### src/rtl/uart_tx_fifo.sv
// uart_tx_fifo: byte FIFO feeding an 8N1 LSB-first UART serializer; define UART_TX_PARITY_EN for an even-parity bit
module uart_tx_fifo #(
  parameter int BAUD_DIV = 1252,
  parameter int ADDR_W   = 3
) (
  input  logic            clock,
  input  logic            nrst,
  input  logic [7:0]      tx_data,
  input  logic            tx_valid,
  output logic            tx_ready,
  output logic            tx,
  output logic            tx_busy,
  output logic [ADDR_W:0] fifo_count
);
  localparam int BW = $clog2(BAUD_DIV);
  localparam logic [BW-1:0] BAUD_LAST = BW'(BAUD_DIV - 1);
  localparam logic [ADDR_W:0] DEPTH = {1'b1, {ADDR_W{1'b0}}};
  localparam logic [2:0] S_IDLE  = 3'd0;
  localparam logic [2:0] S_START = 3'd1;
  localparam logic [2:0] S_DATA  = 3'd2;
  localparam logic [2:0] S_STOP  = 3'd3;
`ifdef UART_TX_PARITY_EN
  localparam logic [2:0] S_PARITY = 3'd4;
  localparam logic [2:0] S_AFTER_DATA = S_PARITY;
`else
  localparam logic [2:0] S_AFTER_DATA = S_STOP;
`endif

  logic [7:0]        r_mem [0:(1<<ADDR_W)-1];
  logic [ADDR_W-1:0] r_wptr;
  logic [ADDR_W-1:0] r_rptr;
  logic [ADDR_W:0]   r_count;
  logic [2:0]        r_state;
  logic [BW-1:0]     r_baud;
  logic [2:0]        r_bit;
  logic [7:0]        r_shift;
  logic              r_tx;
`ifdef UART_TX_PARITY_EN
  logic              r_par;
`endif
  logic              w_full;
  logic              w_empty;
  logic              w_wrap;
  logic              w_pop;
  logic              w_push;
  logic              w_line;

  assign w_full     = r_count == DEPTH;
  assign w_empty    = r_count == '0;
  assign w_wrap     = r_baud == BAUD_LAST;
  // The serializer pops when idle, or at the last stop-bit clock to chain frames with no gap
  assign w_pop      = !w_empty && (r_state == S_IDLE || (r_state == S_STOP && w_wrap));
  // A simultaneous pop frees a slot, so a full FIFO still accepts on that edge
  assign w_push     = tx_valid && (!w_full || w_pop);
  assign tx_ready   = !w_full;
  assign tx_busy    = r_state != S_IDLE;
  assign fifo_count = r_count;
  assign tx         = r_tx;
  assign w_line     = (r_state == S_START) ? 1'b0 :
                      (r_state == S_DATA)  ? r_shift[0] :
`ifdef UART_TX_PARITY_EN
                      (r_state == S_PARITY) ? r_par :
`endif
                      1'b1;

  // FIFO storage; data needs no reset since occupancy guards every read
  always_ff @(posedge clock) begin
    if (w_push) r_mem[r_wptr] <= tx_data;
  end

  // FIFO pointers and occupancy
  always_ff @(posedge clock or negedge nrst) begin
    if (!nrst) begin
      r_wptr  <= '0;
      r_rptr  <= '0;
      r_count <= '0;
    end else begin
      if (w_push) r_wptr <= r_wptr + 1'b1;
      if (w_pop) r_rptr <= r_rptr + 1'b1;
      r_count <= (w_push && !w_pop) ? r_count + 1'b1 :
                 (w_pop && !w_push) ? r_count - 1'b1 : r_count;
    end
  end

  // Serializer FSM: baud counter runs in every non-idle state, bits advance only on wrap
  always_ff @(posedge clock or negedge nrst) begin
    if (!nrst) begin
      r_state <= S_IDLE;
      r_baud  <= '0;
      r_bit   <= '0;
      r_shift <= '0;
`ifdef UART_TX_PARITY_EN
      r_par   <= 1'b0;
`endif
    end else begin
      r_baud <= (r_state == S_IDLE || w_wrap) ? '0 : r_baud + 1'b1;
      if (w_pop) begin
        r_shift <= r_mem[r_rptr];
        r_state <= S_START;
`ifdef UART_TX_PARITY_EN
        r_par   <= ^r_mem[r_rptr];
`endif
      end else if (w_wrap) begin
        case (r_state)
          S_START: begin
            r_state <= S_DATA;
            r_bit   <= '0;
          end
          S_DATA: begin
            r_shift <= r_shift >> 1;
            r_bit   <= r_bit + 1'b1;
            r_state <= (r_bit == 3'd7) ? S_AFTER_DATA : S_DATA;
          end
`ifdef UART_TX_PARITY_EN
          S_PARITY: r_state <= S_STOP;
`endif
          default: r_state <= S_IDLE;
        endcase
      end
    end
  end

  // Line driver registered from the current state so tx never glitches
  always_ff @(posedge clock or negedge nrst) begin
    if (!nrst) r_tx <= 1'b1;
    else r_tx <= w_line;
  end
endmodule

### config.mk
export PLATFORM = sky130hd
export DESIGN_NAME = uart_tx_fifo
export DESIGN_NICKNAME = d
export VERILOG_FILES = /design/src/rtl/uart_tx_fifo.sv
export SDC_FILE = /design/constraint.sdc
export NUM_CORES = 1
export LEC_CHECK = 0
export BUFFER_PORTS_ARGS = -buffer_cell sky130_fd_sc_hd__buf_2
export CORE_MARGIN = 2
export CORE_UTILIZATION = 35
export CTS_BUF_LIST = sky130_fd_sc_hd__clkbuf_8 sky130_fd_sc_hd__clkbuf_16
export DETAILED_ROUTE_END_ITERATION = 8
export PLACE_DENSITY = 0.48
export SYNTH_ARGS = -nofsm -noshare
export SYNTH_HDL_FRONTEND = slang
export SYNTH_SLANG_ARGS = --single-unit
### constraint.sdc
create_clock -name clock -period 7.69 [get_ports clock]
set_clock_uncertainty 0.2 [all_clocks]
set_input_delay 0 -clock clock [delete_from_list [all_inputs] [get_ports clock]]
set_output_delay 0 -clock clock [all_outputs]
set_load 0.01 [all_outputs]
==> run_results.csv <==
group,metric,value,unit
run_status,status,"complete, no violations",
grt,grt_usage,13.3,%
yosys,synthMuxAreaShare,15.0,%
sta,rsz0062_at_grt,"no",
yosys,synth-warning-count,0,
clock_network,clk_pin_slew,0.07,ns
detailed_routing,vias,2203,
detailed_routing,drt_pre_antenna_iters,4,
finish,nets,317,
power_and_ir_drop,power.leakage,1.84,nW
sta,min_period_over_period,45.0,%
worst_hold_path,hp-class,"primary input to asynchronous set/reset pin",
detailed_routing,ant_nets,0,
yosys,synth_compound_area_share,2.39,%
grt,grt_pass1_wl,12700,um
clock_network,cts_max_level,3,
die,die_h,114,um
yosys,syn-num-nets,286,
clock_network,clkSinkCount,99,
worst_setup_path,rr_startpoint,"r_baud[0]$_DFF_PN0_",
grt,grt_overflow_total,0,
detailed_routing,met2_length,3760,um
die,die-width,114,um
clock_network,insertion_delay,0.35,ns
detailed_routing,avgViaCountPerCell,4.95,
yosys,synthArstFlopShare,35.4,%
worst_setup_path,end_kind,"register",
power_and_ir_drop,power_density,269,nW/um^2
finish,layout_common_cells,"edfxtp_1 (64), dfrtp_1 (34), mux2i_1 (24)",
die,core_area,11900,um^2
yosys,ys.flop_type,"edfxtp_1",
place,port_buffers,17,
worst_setup_path,startpoint_type,"register",
power_and_ir_drop,total_power,1.32,mW
sta,hold_slack,0.0811,ns
yosys,synth_edf_count,64,
place,dp.cells,419,
worst_setup_path,ff2ff_path_depth,12,
grt,grt_start_max_net_pins,36,
detailed_routing,drt-initial-drc-count,156,
yosys,synthXorXnorAreaFrac,3.30,%
finish,areaGrowthSynthToFinish,15.4,%
clock_network,clk_path_buf_depth,2,
finish,ff_latch_area,2800,um^2
place,hpwl,4890,um
sta,slew_viol_final,0,
yosys,synth_top_family_by_area,"multiplexers",
yosys,ys_seq_elements,99,
die,initial_core_util,35.7,%
yosys,synthAdderAreaFrac,4.01,%
die,die_area,13000,um^2
yosys,yosysSeqAreaShare,65.9,%
die,ioPinCount,18,
finish,fill_cells,1102,
sta,relSlewSlack,35.3,%
clock_network,cts_buffers,9,
sta,layout_min_cycle_time,3.46,ns
worst_setup_path,cp_max_fo,12,
yosys,netlist_instances,262,
clock_network,cts_root_buf,"clkbuf_16",
finish,final_core_util,41.2,%
clock_network,cts_setup_buffers,0,
finish,mostFrequentLayoutCell,"edfxtp_1",
yosys,synth_area,4250,um^2
finish,fin_cells,445,
detailed_routing,post_drt_wl_per_cell,17.3,um
sta,tightest_slew,0.967,ns
sta,max_freq,289,MHz
grt,grt_pass1_vias,2327,
finish,diodes,0,
sta,finalSetupViolCount,0,
worst_setup_path,critPathKind,"register to register",
place,gp_congestion,0.711,
detailed_routing,drt_wl_total,7690,um
grt,antenna_found_initial,0,
worst_setup_path,worstReg2RegEnd,"fifo_count[3]$_DFFE_PN0P_",
worst_setup_path,critPathLaunch,"r_baud[0]$_DFF_PN0_",
detailed_routing,routed.top_layer,"met4",
detailed_routing,met3_length,228,um
yosys,synth.distinct_cells,42,
flow_run,drv_cap,0,
detailed_routing,drc,0,
yosys,synth_top_cell_area_share,45.3,%
die,row_count,40,
worst_setup_path,reg2reg_slack,4.23,ns
power_and_ir_drop,ir_drop,147,uV
yosys,yosys.area_share.simple,7.48,%
detailed_routing,wl_met1,3570,um
worst_setup_path,crit_arrival,3.53,ns
clock_network,cts_tree,"yes",
worst_setup_path,required,7.76,ns
sta,hold_viol_final,0,
sta,finalSetupTns,0,ns
yosys,ys_top_cells_by_area,"edfxtp_1 (45%), dfrtp_1 (20%), mux4_2 (8.5%)",
yosys,syn_area_per_cell,16.2,um^2
yosys,synth_top_area_cell,"edfxtp_1",
finish,final_layout_size_suffix_gt1_share,22.5,%
finish,multi_input_area,1390,um^2
[cell type report]
type | instances | area share (%)
Sequential cell | 99 | 57.1
Multi-Input combinational cell | 146 | 28.4
Clock buffer | 10 | 4.87
Inverter | 8 | 0.613
Clock inverter | 6 | 1.15
Tap cell | 147 | 3.75
Timing Repair Buffer | 29 | 4.08
[worst max path at each step]
| stage | endpoint | slack, ns |
|---|---|---|
| final | fifo_count[3]$_DFFE_PN0P_ | 4.23 |
| after global routing | fifo_count[3]$_DFFE_PN0P_ | 3.93 |
| after CTS | fifo_count[3]$_DFFE_PN0P_ | 4.22 |
| after detailed placement | fifo_count[3]$_DFFE_PN0P_ | 4.23 |
| after global placement | fifo_count[3]$_DFFE_PN0P_ | 4.29 |
| after floorplan | fifo_count[3]$_DFFE_PN0P_ | 4.68 |
[worst max-delay path, cell delays in order (launching register included)]
cell	delay (ns)
dfrtp_1	0.39
ha_1	0.26
and4bb_2	0.32
a41oi_1	0.17
nor2_2	0.63
inv_1	0.10
ha_1	0.22
inv_1	0.13
ha_1	0.25
a21o_2	0.21
a21oi_1	0.16
mux2i_1	0.23
xnor2_1	0.13
[logic make-up after synthesis]
logic type,count (synthesis)
XOR/XNOR,16
flip-flops,99
AND/OR/NAND/NOR,60
buffers and inverters,17
multiplexers,43
adder cells (fa/ha/maj),13
AO/OA/AOI/OAI,14
[synthesized netlist by cell type (5+ instances only)]
cell / count
nor2_1: 19
nand2_1: 12
mux2i_1: 24
nor3_1: 7
xor2_1: 7
inv_1: 8
xnor2_1: 9
mux4_2: 16
o21ai_0: 5
dfrtp_1: 34
ha_1: 12
edfxtp_1: 64
[through the flow]
| stage | worst slack [ns] | instance area (um^2) |
|---|---|---|
| final | 4.23 | 4900 |
| after CTS | 4.22 | 4900 |
| after global routing | 3.93 | 4900 |
| after floorplan | 4.68 | 4250 |
| after global placement | 4.29 | 4510 |
| after detailed placement | 4.23 | 4510 |
[what timing repair did]
action,CTS,global route
resized for setup,0,0
hold buffers,10,0
endpoints found under the hold margin,101,0
[registers in the layout, indices dropped and copies added (netlist names)]
| register | cells |
|---|---|
| r_bit | 3 |
| r_baud | 11 |
| r_rptr | 3 |
| r_wptr | 3 |
| r_state | 2 |
| fifo_count | 4 |
| tx | 1 |
| r_shift | 8 |
| r_mem | 64 |
[metal layers]
| layer | vias up | global-route usage [%] |
|---|---|---|
| met3 | 9 | 3.81 |
| met4 | 0 | 4.88 |
| met5 | - | 0 |
| li1 | 1048 | - |
| met1 | 1117 | 16.8 |
| met2 | 29 | 22.1 |
[where the power goes]
| group | internal, mW | switching (mW) | total [mW] |
|---|---|---|---|
| Clock | 0.235 | 0.210 | 0.445 |
| Combinational | 0.0884 | 0.101 | 0.190 |
| Sequential | 0.640 | 0.0440 | 0.684 |
| Total | 0.964 | 0.355 | 1.32 |
(Power assumes the default switching activity.)
